`src/rtl/regfile_write_arbiter.sv`:
```
// regfile_write_arbiter: round-robin sharing of the register-file write port between ALU and load
// writeback, with a pending-write scoreboard that flags read hazards.
module regfile_write_arbiter #(
    parameter int WIDTH    = 64,
    parameter int ZERO_REG = 31
) (
    input  logic             clock,
    input  logic             reset,
    input  logic             req0_valid,
    input  logic [4:0]       req0_addr,
    input  logic [WIDTH-1:0] req0_data,
    output logic             req0_ready,
    input  logic             req1_valid,
    input  logic [4:0]       req1_addr,
    input  logic [WIDTH-1:0] req1_data,
    output logic             req1_ready,
    input  logic             reserve_valid,
    input  logic [4:0]       reserve_addr,
    input  logic [4:0]       select_a,
    input  logic [4:0]       select_b,
    output logic             hazard_a,
    output logic             hazard_b,
    output logic             rf_write,
    output logic [4:0]       rf_address,
    output logic [WIDTH-1:0] rf_data,
    output logic [31:0]      pending
);
    localparam logic [4:0] ZR = 5'(ZERO_REG);

    logic             last_grant;
    logic             xfer;
    logic             xfer_write;
    logic [4:0]       xfer_addr;
    logic [WIDTH-1:0] xfer_data;
    logic [31:0]      pending_next;

    // last_grant=1 means req1 won most recently, so req0 takes the next contention
    always_comb begin
        req0_ready = req0_valid && (!req1_valid || last_grant);
        req1_ready = req1_valid && (!req0_valid || !last_grant);
        xfer       = req0_ready || req1_ready;
        xfer_addr  = req0_ready ? req0_addr : req1_addr;
        xfer_data  = req0_ready ? req0_data : req1_data;
        xfer_write = xfer && xfer_addr != ZR;
    end

    // clear first, then set, so a same-edge reserve of the written register wins
    always_comb begin
        pending_next = pending;
        if (xfer)
            pending_next[xfer_addr] = 1'b0;
        if (reserve_valid)
            pending_next[reserve_addr] = 1'b1;
        pending_next[ZR] = 1'b0;
    end

    always_ff @(posedge clock or negedge reset) begin
        if (!reset) begin
            last_grant <= 1'b1;
            rf_write   <= 1'b0;
            rf_address <= '0;
            rf_data    <= '0;
            pending    <= '0;
        end else begin
            rf_write <= xfer_write;
            pending  <= pending_next;
            if (xfer)
                last_grant <= req1_ready;
            if (xfer_write) begin
                rf_address <= xfer_addr;
                rf_data    <= xfer_data;
            end
        end
    end

    // the in-flight write still counts as pending until the register file captures it
    always_comb begin
        hazard_a = (pending[select_a] || (rf_write && rf_address == select_a)) && select_a != ZR;
        hazard_b = (pending[select_b] || (rf_write && rf_address == select_b)) && select_b != ZR;
    end
endmodule

```
`config.mk`:
```
export PLATFORM = sky130hd
export DESIGN_NAME = regfile_write_arbiter
export DESIGN_NICKNAME = d
export VERILOG_FILES = /design/src/rtl/regfile_write_arbiter.sv
export SDC_FILE = /design/constraint.sdc
export NUM_CORES = 1
export LEC_CHECK = 0
export BUFFER_PORTS_ARGS = -buffer_cell sky130_fd_sc_hd__buf_2
export CORE_MARGIN = 4
export CORE_UTILIZATION = 35
export CTS_CLUSTER_DIAMETER = 40
export CTS_CLUSTER_SIZE = 20
export DETAILED_ROUTE_END_ITERATION = 6
export SLEW_MARGIN = 20
export SYNTH_ARGS = -nofsm -noshare
export SYNTH_HDL_FRONTEND = slang
export SYNTH_SLANG_ARGS = --single-unit
```
`constraint.sdc`:
```
create_clock -name clock -period 3.61 [get_ports clock]
set_input_delay 0.9025 -clock clock [delete_from_list [all_inputs] [get_ports clock]]
set_output_delay 0.9025 -clock clock [all_outputs]
set_load 0.1 [all_outputs]
```
### Word-level counts from Yosys, hierarchy flattened

Index checks and enable logic that the tools add are counted.

* input port bits: 158
* bits in registers: 102
* output and inout port bits: 106
* logic and storage cells: 48

* bitwise operators: 3
* reductions and logical operators: 17
* muxes and demuxes: 12
* eq/ne operators: 5
* order comparisons: 6

Operators by type and width (number)
* 64-bit 2-to-1 mux: 1
* 31-bit 2-to-1 mux: 2
* 31-bit AND: 1
* 31-bit inverter: 1
* 31-bit OR: 1
* 5-bit by 6-bit < comparator with 1-bit output (second input constant): 4
* 5-bit inequality test (second input constant): 3
* 1-bit binary-select mux with 5-bit select: 2
* 1-bit demux with 5-bit select: 2
* 5-bit == test: 2
* 5-bit by 1-bit greater-or-equal comparator with 1-bit output (second input constant): 2
* 1-bit logical AND: 9
* 1-bit logical OR: 5
* 5-bit 2-to-1 mux: 1
* 1-bit 2-to-1 mux: 4
* 1-bit logical NOT: 3

### Depth between registers and ports, before layout

Gate-level depths: netlist (run 1).

* depth after elaboration: 13
* depth in mapped cells: 8
* depth with buffers taken out: 6

### Worst setup path before layout (run 1)

OpenSTA, ideal clock, no wires.

* path type: input-to-output
* start: input port select_a[0]
* end: output port hazard_a
* arrival: 3847 ps
* data required time: 2707 ps
* buffers on the path: 1
* path slack: -1139 ps
* stages: 6
* cells stage by stage: buf_2 -> xor2_1 -> nor4_1 -> and3_1 -> nor4_1 -> nor3_1

* cells in the longest elaborated chain, start to end: 4
* elaborated cells on any way between the ends: 7
* classes of those cells: eq/ne (2); mux (2); reduce/logical (3)

RTL lines
* from (decl): RTL line 19 `input logic [4:0] select_a,`
* 1-bit binary-select mux with 5-bit select / 5-bit == test (equally long branches): RTL line 78 `hazard_a = (pending[select_a] || (rf_write && rf_address == select_a)) && select_a != ZR;`
* 1-bit 2-to-1 mux (implied by the code) / 1-bit logical AND (equally long branches): RTL line 78
* 1-bit logical OR: RTL line 78
* 1-bit logical AND (*): RTL line 78
* to (decl): RTL line 21 `output logic hazard_a,`

Mark *: on every way between the ends. The rest lies on a longest branch, timed or not. The select of a mux whose other input is x is not followed.

### Worst setup path in the final report (run 1)

* start: input port select_b[2]
* end: output port hazard_b

* cells in the longest elaborated chain, start to end: 4
* elaborated cells on any way between the ends: 7
* classes of those cells: eq/ne (2); mux (2); reduce/logical (3)

RTL lines
* from (decl): RTL line 20 `input logic [4:0] select_b,`
* 1-bit binary-select mux with 5-bit select / 5-bit == test (equally long branches): RTL line 79 `hazard_b = (pending[select_b] || (rf_write && rf_address == select_b)) && select_b != ZR;`
* 1-bit 2-to-1 mux (implied by the code) / 1-bit logical AND (equally long branches): RTL line 79
* 1-bit logical OR: RTL line 79
* 1-bit logical AND (*): RTL line 79
* to (decl): RTL line 22 `output logic hazard_b,`

Marked as above.

==> results of run 1 <==
## critical path, cell delays in order
cell	delay (ns)
buf_2	0.17
mux4_2	0.51
mux4_2	0.47
mux2i_1	0.24
a32oi_4	0.07
clkbuf_4	0.29
## kinds of logic (layout without fill, tap and decap cells)
family | Yosys count | count (layout) | share of synthesized area [%]
DFF | 102 | 102 | 42.6
AOI/OAI and AO/OA | 94 | 94 | 10.1
other | 1 | 2 | 0.0626
buffers and inverters | 37 | 298 | 4.72
and+or+nand+nor | 55 | 55 | 5.51
muxes | 153 | 153 | 35.5
xor gates and xnor gates | 10 | 10 | 1.46
## what timing repair did
action                                 CTS  global route
hold buffers                             0             0
setup endpoints to repair                0             2
resized for setup                        0             2
endpoints found under the hold margin    0             0
## stage by stage
stage	util (%)	setup slack [ns]	cell area (µm²)	hold slack [ns]
2_1_floorplan	-	-0.297	6020	0.485
3_3_place_gp	44.9	0.0715	7500	0.490
3_5_place_dp	45.1	0.0429	7530	0.486
4_1_cts	47.0	0.0429	7840	0.508
5_1_grt	47.0	0.00925	7850	0.516
6_report	47.0	0.0601	7850	0.503
## power by group
part | internal (W) | switching, W
Combinational | 0.000630 | 0.00203
Sequential | 0.00135 | 0.000250
Clock | 0.000607 | 0.000425
## layout make-up
type	instances	area, µm²
Timing Repair Buffer	276	1500
Sequential cell	102	2550
Tap cell	220	275
Clock buffer	10	229
Clock inverter	6	83.8
Multi-Input combinational cell	313	3190
Inverter	6	22.5
Fill cell	1597	8850
Antenna cell	1	2.50
## registers in the layout, summed over array words and instances (netlist names)
register,flops
rf_data,64
rf_address,5
rf_write,1
pending,31
last_grant,1
## placed cells by master, fill, tap and decap left out, drive strengths merged, types with 2 or more instances in the layout
| master | n |
|---|---|
| a21oi | 6 |
| mux4 | 15 |
| nand3b | 7 |
| or3b | 3 |
| nor2 | 5 |
| buf | 274 |
| nand3 | 7 |
| nand2 | 10 |
| a211oi | 2 |
| a2bb2oi | 3 |
| o31ai | 24 |
| mux2i | 8 |
| clkbuf | 12 |
| nand2b | 3 |
| nor3 | 4 |
| nor4 | 8 |
| xnor2 | 2 |
| mux2 | 130 |
| nor2b | 2 |
| clkinv | 3 |
| inv | 7 |
| bufinv | 2 |
| xor2 | 8 |
| dfrtp | 101 |
| o21ai | 49 |
## worst min-delay path by stage
stage,start,end,slack [ns]
after floorplan,last_grant,last_grant,0.49
after global routing,rf_data[55],rf_data[55],0.52
after detailed placement,rf_data[18],rf_data[18],0.49
after CTS,rf_data[18],rf_data[18],0.51
final,rf_data[18],rf_data[18],0.50
after global placement,rf_data[57],rf_data[57],0.49
## per-layer routing
layer,vias to the layer above,wire (µm)
li1,2210,-
met1,2268,7070
met2,241,8850
met3,41,1410
met4,0,527
met5,-,0
==> results.py, run 1 <==
metrics = {
    "grt": {
        "grtUsageMet3_pct": 3.90,
        "grtUsageTotal_pct": 18.2,
        "first_global_vias": 5051,
        "grt_use_met2_pct": 29.9,
        "grt_pass1_wl_mm": 27.8,
        "top_usage_layer": "met2",
        "grt_overflow": 0,
        "grt_max_degree": 61,
        "antenna_found_initial": 1,
        "gr-usage-met1_pct": 23.0,
    },
    "timing": {
        "tightest_slew_ns": 0.807,
        "rsz0062_at_grt": "no",
        "max_slew_margin_pct": 45.8,
        "drv_slew": 0,
        "fin_crit_ns": 3.55,
        "finalSetupViolCount": 0,
        "fin_setup_tns_ns": 0,
        "fin_skew_ns": 0.00558,
        "min_period_over_period_pct": 98.3,
        "max_freq_mhz": 282,
        "hold_viol": 0,
    },
    "detailed_routing": {
        "postRouteAntennaNets": 0,
        "drc": 0,
        "firstDrtPassIters": 4,
        "wl_per_cell_um": 19.1,
        "drt-initial-drc-count": 353,
        "vias": 4760,
        "wl_mm": 17.9,
        "via_per_inst": 5.10,
    },
    "die": {
        "core_area_mm2": 0.0167,
        "start_util_pct": 35.9,
        "fp-row-count": 47,
        "die_area_mm2": 0.0193,
        "num_io_pins": 264,
        "dieHeight_um": 139,
        "fp.dieW_um": 139,
    },
    "run_status": {
        "outcome": "complete, no violations",
    },
    "synthesis": {
        "synthDistinctLibCells": 52,
        "yosysTopAreaCell": "dfrtp_1",
        "yosysSeqAreaShare_pct": 42.6,
        "avgSynthCellArea_um2": 13.3,
        "ys.flop_type": "dfrtp_1",
        "synth_edf_count": 0,
        "synth.most_common_cell": "dfrtp_1",
        "synthCells": 452,
        "yosysTopAreaCellShare_pct": 42.2,
        "async_flop_share_pct": 100,
        "synth_area_leaders": "dfrtp_1 42%, mux2_4 17%, mux2_2 12%, mux4_2 5.6%, o21ai_0 3.8%",
        "yosysWarnings": 0,
        "synth.cell_area_mm2": 0.00599,
        "ys_top_cells_by_count": "101 x dfrtp_1, 66 x mux2_4, 64 x mux2_2, 45 x o21ai_0, 24 x o31ai_1",
        "ys_ff_latch": 102,
        "syn-num-nets": 610,
    },
    "worst_hold_path": {
        "hold_path_depth": 1,
        "hold_path.class": "flip-flop to flip-flop",
    },
    "cells_and_area": {
        "drive_gt1_share_pct": 63.1,
        "fin_cells": 934,
        "area_growth_pct": 31.0,
        "final_nets": 866,
    },
    "critical_path": {
        "cp-startpoint": "select_b[2]",
        "path_max_fanout": 6,
        "cp-end-kind": "primary output",
        "r2r_cells": 6,
        "worstPathArrival_ns": 2.65,
        "reg2reg_slack_ns": 1.05,
        "reg2reg_from": "last_grant",
        "required_ns": 2.71,
        "setup.worst_path.start_class": "input pin",
        "r2r-end": "rf_data[56]",
        "critPathCapture": "hazard_b",
        "critPathKind": "input pin to primary output",
    },
    "power_and_ir_drop": {
        "irDropWorstVdd_mv": 0.432,
        "leakagePower_nw": 3.80,
        "powerDensity_mw_per_mm2": 674,
        "total_power_w": 0.00529,
    },
    "place": {
        "dpl.hpwl_mm": 13.7,
        "io_buffers": 262,
        "dp.cells": 917,
        "gp_congestion": 0.884,
    },
    "flow_run": {
        "drv_cap": 0,
    },
    "clocking": {
        "cts_made_buffers": 9,
        "cts.path.max_buffers": 2,
        "cts_tree": "yes",
        "post_cts_buffers": 0,
        "path_clk_slew_ns": 0.07,
        "clk_latency_ns": 0.34,
        "ctsHtreeMaxLevel": 3,
        "cts_sinks": 102,
        "root_buffer": "clkbuf_16",
    },
}
Note: power is estimated with default switching activity, not from simulation.
==> run 2: changes to the inputs <==
- CORE_UTILIZATION: 35 -> 40
- GPL_ROUTABILITY_DRIVEN: default -> 0
- PLACE_DENSITY: default -> 0.69
- SETUP_SLACK_MARGIN: default -> 0.15
==> run 2 against run 1 <==
Maximum frequency grew 3.3%. Total power shrank 2.0%. Die area down 12%. Largest power group unchanged. Highest routed layer is now met5.
==> results.py, run 2 (synthesized netlist as in run 1, its figures left out) <==
metrics = {
    "critical_path": {
        "path_max_fanout": 5,
        "reg2reg_slack_ns": 1.14,
        "slowest_delay_ns": 0.49,
        "setup.worst_path.start_class": "input pin",
        "critPathKind": "input pin to primary output",
        "crit_chain": "clkbuf_4 -> mux4_2 -> mux4_2 -> mux2i_2 -> a32oi_4 -> buf_8",
        "cp-end-kind": "primary output",
        "required_ns": 2.71,
        "path_common_cell": "mux4_2",
        "cpMaxStageDelayCell": "mux4_2",
        "worstPathArrival_ns": 2.53,
    },
    "power_and_ir_drop": {
        "powerDensity_mw_per_mm2": 669,
        "irDropWorstVdd_mv": 0.593,
        "total_power_w": 0.00518,
        "leakagePower_nw": 3.76,
    },
    "clocking": {
        "ctsHtreeMaxLevel": 3,
        "cts_made_buffers": 9,
        "clk_latency_ns": 0.35,
        "cts.path.max_buffers": 2,
        "post_cts_buffers": 0,
        "root_buffer": "clkbuf_16",
        "cts_sinks": 102,
        "cts_tree": "yes",
        "path_clk_slew_ns": 0.07,
    },
    "worst_hold_path": {
        "hold_path.class": "flip-flop to flip-flop",
    },
    "place": {
        "dpl.hpwl_mm": 13.8,
        "place_area_mm2": 0.00744,
        "io_buffers": 262,
    },
    "run_status": {
        "outcome": "complete, no violations",
    },
    "cells_and_area": {
        "largest_register_ff_count": 64,
        "regArea_mm2": 0.00255,
        "fillCellCount": 1252,
        "multi_input_area_mm2": 0.00319,
        "drive_gt1_share_pct": 63.3,
        "final_cell_mix": "255 x buf_2, 101 x dfrtp_1, 66 x mux2_4",
        "final_nets": 863,
        "top_regs": "rf_data (64), pending (31), rf_address (5)",
        "largest-register": "rf_data",
        "final_common_cell": "buf_2",
        "stdcell_area_mm2": 0.00775,
        "area_growth_pct": 29.3,
    },
    "timing": {
        "fin_setup_tns_ns": 0,
        "rsz0062_at_grt": "yes",
        "fin_crit_ns": 3.44,
        "drv_slew": 0,
        "finalSetupViolCount": 0,
        "fin_skew_ns": 0.00804,
        "min_period_over_period_pct": 95.2,
        "hold_viol": 0,
        "tightest_slew_ns": 0.881,
        "max_slew_margin_pct": 41.3,
        "max_freq_mhz": 291,
    },
    "die": {
        "start_util_pct": 41.1,
        "core_area_mm2": 0.0146,
        "fp.dieW_um": 130,
        "die_area_mm2": 0.0170,
        "dieHeight_um": 130,
        "fp-row-count": 44,
        "num_io_pins": 264,
    },
    "detailed_routing": {
        "firstDrtPassIters": 4,
        "wl_met1_mm": 7.09,
        "top_layer": "met5",
        "drc": 0,
        "wl_per_cell_um": 20.3,
        "met2_length_mm": 9.15,
        "drt-initial-drc-count": 209,
        "via_per_inst": 5.39,
        "wl_mm": 18.2,
        "wl_met3_mm": 1.39,
        "vias": 4829,
        "postRouteAntennaNets": 0,
    },
    "grt": {
        "grtUsageTotal_pct": 20.3,
        "grt_max_degree": 68,
        "antenna_found_initial": 2,
        "first_global_vias": 4885,
        "grt_pass1_wl_mm": 26.4,
        "grt_overflow": 0,
    },
    "flow_run": {
        "drv_cap": 0,
    },
}
## run 2: cell types whose count changed in the layout (fill, tap and decap cells not counted), sizes merged
cell / before / now
bufinv: 2 / 0
buf: 274 / 271
inv: 7 / 8
diode: 1 / 3
clkinv: 3 / 1
clkinvlp: 0 / 3
clkbuf: 12 / 11
## run 2: layout make-up
cell class	instances	share of cell area (%)
Clock inverter	6	0.614
Clock buffer	9	2.91
Timing Repair Buffer	273	19.0
Sequential cell	102	33.0
Multi-Input combinational cell	313	41.2
Tap cell	184	2.97
Inverter	6	0.291
Antenna cell	3	0.0969
## run 2: layer usage
| layer | global-route usage, % | vias to the layer above |
|---|---|---|
| li1 | - | 2213 |
| met1 | 25.2 | 2337 |
| met2 | 34.4 | 232 |
| met3 | 4.35 | 45 |
| met4 | 8.53 | 2 |
| met5 | 0 | - |
## run 2: metrics by stage
step                instances  util (%)  setup WS [ns]  hold slack [ns]
global route              894      53.1          0.129            0.523
finish                    896      53.1          0.174            0.510
detailed placement        878      51.0         0.0344            0.487
global placement          878      51.0         0.0932            0.489
floorplan                 452         -         -0.297            0.485
CTS                       893      53.0          0.153            0.512
## run 2: where the power goes
group,leakage [nW],switching (W),total (W),internal (W)
combinational,2.42,0.00204,0.00267,0.000634
sequential,1.21,0.000252,0.00160,0.00135
clock,0.126,0.000442,0.000912,0.000470
total,3.76,0.00273,0.00518,0.00245
## run 2: path summary, 6_finish.rpt
path / to / from / cells past startpoint
min reg2reg: rf_data[39] / rf_data[39] / 1
min: rf_data[39] / rf_data[39] / 1
max: hazard_b / select_b[2] / 6
max in group asynchronous: rf_data[17] / reset / 2
max reg2reg: rf_data[63] / last_grant / 6
min in group asynchronous: rf_data[38] / reset / 1
## run 2: worst max-delay path, delay by kind of cell
| family | cells | cell delay [ns] |
|---|---|---|
| buf+inv | 2 | 0.34 |
| mux | 3 | 1.20 |
| compound gates | 1 | 0.08 |
## run 2: repair_timing
action	4_1_cts	5_1_grt
hold buffers	0	0
setup endpoints to repair	2	2
resized for setup	5	3
pin swaps	1	1
==> run 3: changes to the inputs <==
- CORE_UTILIZATION: 40 -> 48
- HOLD_SLACK_MARGIN: default -> 0.08
- PLACE_DENSITY: 0.69 -> 0.81
==> run 3 against run 2 <==
First-iteration DRC count rose by 46%. Die area decreased by 16%. Cell area rose by 0.45%. Utilization rose by 11 points. Clock skew is 0.0032 ns lower. Setup slack worse by 0.0063 ns. Critical endpoint unchanged. Largest power group unchanged. Highest routed layer is now met4.
==> results.py, run 3 (synthesized netlist as in run 1, its figures left out) <==
metrics = {
    "power_and_ir_drop": {
        "comb_power_share_pct": 50.2,
        "seqPwrFrac_pct": 29.8,
        "total_power_w": 0.00534,
        "p_clk_share_pct": 20.0,
        "irDropWorstVdd_mv": 0.399,
        "intPower_w": 0.00262,
        "leakagePower_nw": 3.79,
        "switching_power_w": 0.00272,
        "p_sw_share_pct": 51.0,
        "powerDensity_mw_per_mm2": 686,
    },
    "critical_path": {
        "reg2reg_slack_ns": 1.29,
        "required_ns": 2.71,
        "critPathKind": "input pin to primary output",
        "path_common_cell": "mux4_2",
        "slowest_delay_ns": 0.51,
        "cpMaxStageDelayCell": "mux4_2",
        "worstPathArrival_ns": 2.54,
        "crit_chain": "clkbuf_4 -> mux4_2 -> mux4_2 -> mux2i_2 -> a32oi_4 -> buf_12",
        "path_max_fanout": 3,
        "cp-end-kind": "primary output",
        "setup.worst_path.start_class": "input pin",
    },
    "grt": {
        "grt_pass1_wl_mm": 27.5,
        "first_global_vias": 5283,
        "grt_use_met2_pct": 41.0,
        "grt_max_degree": 89,
        "grtUsageTotal_pct": 24.3,
        "top_usage_layer": "met2",
        "antenna_found_initial": 1,
        "gr-usage-met1_pct": 29.0,
        "grt_overflow": 0,
        "grtUsageMet3_pct": 5.14,
    },
    "die": {
        "start_util_pct": 49.5,
        "fp-row-count": 40,
        "core_area_mm2": 0.0121,
        "num_io_pins": 264,
        "die_area_mm2": 0.0143,
        "dieHeight_um": 120,
        "fp.dieW_um": 120,
    },
    "timing": {
        "fin_crit_ns": 3.44,
        "drv_slew": 0,
        "hold_viol": 0,
        "min_period_over_period_pct": 95.4,
        "tightest_slew_ns": 0.807,
        "fin_skew_ns": 0.00487,
        "fin_setup_tns_ns": 0,
        "rsz0062_at_grt": "yes",
        "max_freq_mhz": 291,
        "finalSetupViolCount": 0,
        "fin_ws_ns": 0.168,
        "max_slew_margin_pct": 46.2,
    },
    "worst_hold_path": {
        "hold_path.class": "flip-flop to flip-flop",
    },
    "cells_and_area": {
        "final_nets": 863,
        "largest_register_ff_count": 64,
        "stdcell_area_mm2": 0.00778,
        "area_growth_pct": 29.9,
        "top_regs": "rf_data (64), pending (31), rf_address (5)",
        "largest-register": "rf_data",
        "fillCellCount": 943,
        "fin_cells": 879,
        "final_common_cell": "buf_2",
        "drive_gt1_share_pct": 63.4,
        "final_cell_mix": "255 x buf_2, 101 x dfrtp_1, 66 x mux2_4",
    },
    "clocking": {
        "cts_sinks": 102,
        "post_cts_buffers": 0,
        "root_buffer": "clkbuf_16",
        "cts_made_buffers": 9,
        "clk_latency_ns": 0.34,
        "hold_buffers": 0,
        "cts_tree": "yes",
        "ctsHtreeMaxLevel": 3,
        "cts.path.max_buffers": 2,
        "path_clk_slew_ns": 0.07,
    },
    "place": {
        "io_buffers": 262,
        "pre_cts_ws_ns": 0.0648,
        "dpl.hpwl_mm": 13.4,
        "place_area_mm2": 0.00741,
        "dp.cells": 862,
    },
    "flow_run": {
        "drv_cap": 0,
    },
    "run_status": {
        "outcome": "complete, no violations",
    },
    "detailed_routing": {
        "wl_mm": 17.6,
        "firstDrtPassIters": 5,
        "drc": 0,
        "wl_per_cell_um": 20.0,
        "postRouteAntennaNets": 0,
        "vias": 4978,
        "drt-initial-drc-count": 306,
        "via_per_inst": 5.66,
    },
}
-- run 3: cell count changes in the layout (fill, tap and decap cells not counted) --
cell / previous run / this run
diode_2: 3 / 1
clkbuf_8: 0 / 1
inv_8: 1 / 0
bufinv_16: 0 / 2
buf_8: 1 / 0
clkinvlp_4: 3 / 1
clkbuf_4: 2 / 3
clkinv_4: 0 / 2
clkinv_2: 1 / 0
buf_6: 0 / 2
buf_4: 11 / 9
-- run 3: worst paths after layout --
path,depth (start not counted),end,start
min in group asynchronous,1,rf_data[45],reset
min,1,rf_data[18],rf_data[18]
min reg2reg,1,rf_data[18],rf_data[18]
max in group asynchronous,2,rf_data[19],reset
max,6,hazard_b,select_b[1]
max reg2reg,6,rf_data[51],last_grant
-- run 3: critical path, delay by kind of cell --
kind	cells	cell delay, ns
mux	3	1.23
buf+inv	2	0.32
compound gates	1	0.08
-- run 3: layout make-up --
| type | instances | area, µm² | area share, % |
|---|---|---|---|
| repair buffers | 273 | 1470 | 18.9 |
| well taps | 168 | 210 | 2.70 |
| clock inverters | 6 | 93.8 | 1.21 |
| diodes | 1 | 2.50 | 0.0322 |
| multi-input cells | 313 | 3190 | 41.0 |
| clock buffers | 10 | 239 | 3.07 |
| inverters | 6 | 22.5 | 0.289 |
| flip-flops and latches | 102 | 2550 | 32.8 |
-- run 3: stage by stage --
step                hold WS (ns)  util, %
floorplan                  0.485        -
CTS                        0.511     64.0
global placement           0.489     61.2
detailed placement         0.490     61.2
global route               0.521     64.3
finish                     0.506     64.3
-- run 3: what timing repair did --
| item | 4_1_cts | 5_1_grt |
|---|---|---|
| gates resized for setup | 4 | 6 |
| endpoints found under the setup margin | 2 | 2 |
| pin swaps | 1 | 0 |
-- run 3: routing by layer --
metal / part of all wire [%] / wire [µm] / vias up
li1: - / - / 2211
met3: 8.9 / 1570 / 65
met5: 0 / 0 / -
met1: 36 / 6410 / 2402
met4: 5.1 / 902 / 0
met2: 49 / 8710 / 300
-- run 3: power by group through the flow --
stage | Combinational (W) | Sequential [W] | Clock (W)
global placement | 0.00262 | 0.00159 | 0
CTS | 0.00268 | 0.00158 | 0.00108
floorplan | 0.000686 | 0.00302 | 0
detailed placement | 0.00266 | 0.00159 | 0
finish | 0.00268 | 0.00159 | 0.00107
global route | 0.00276 | 0.00161 | 0.00114
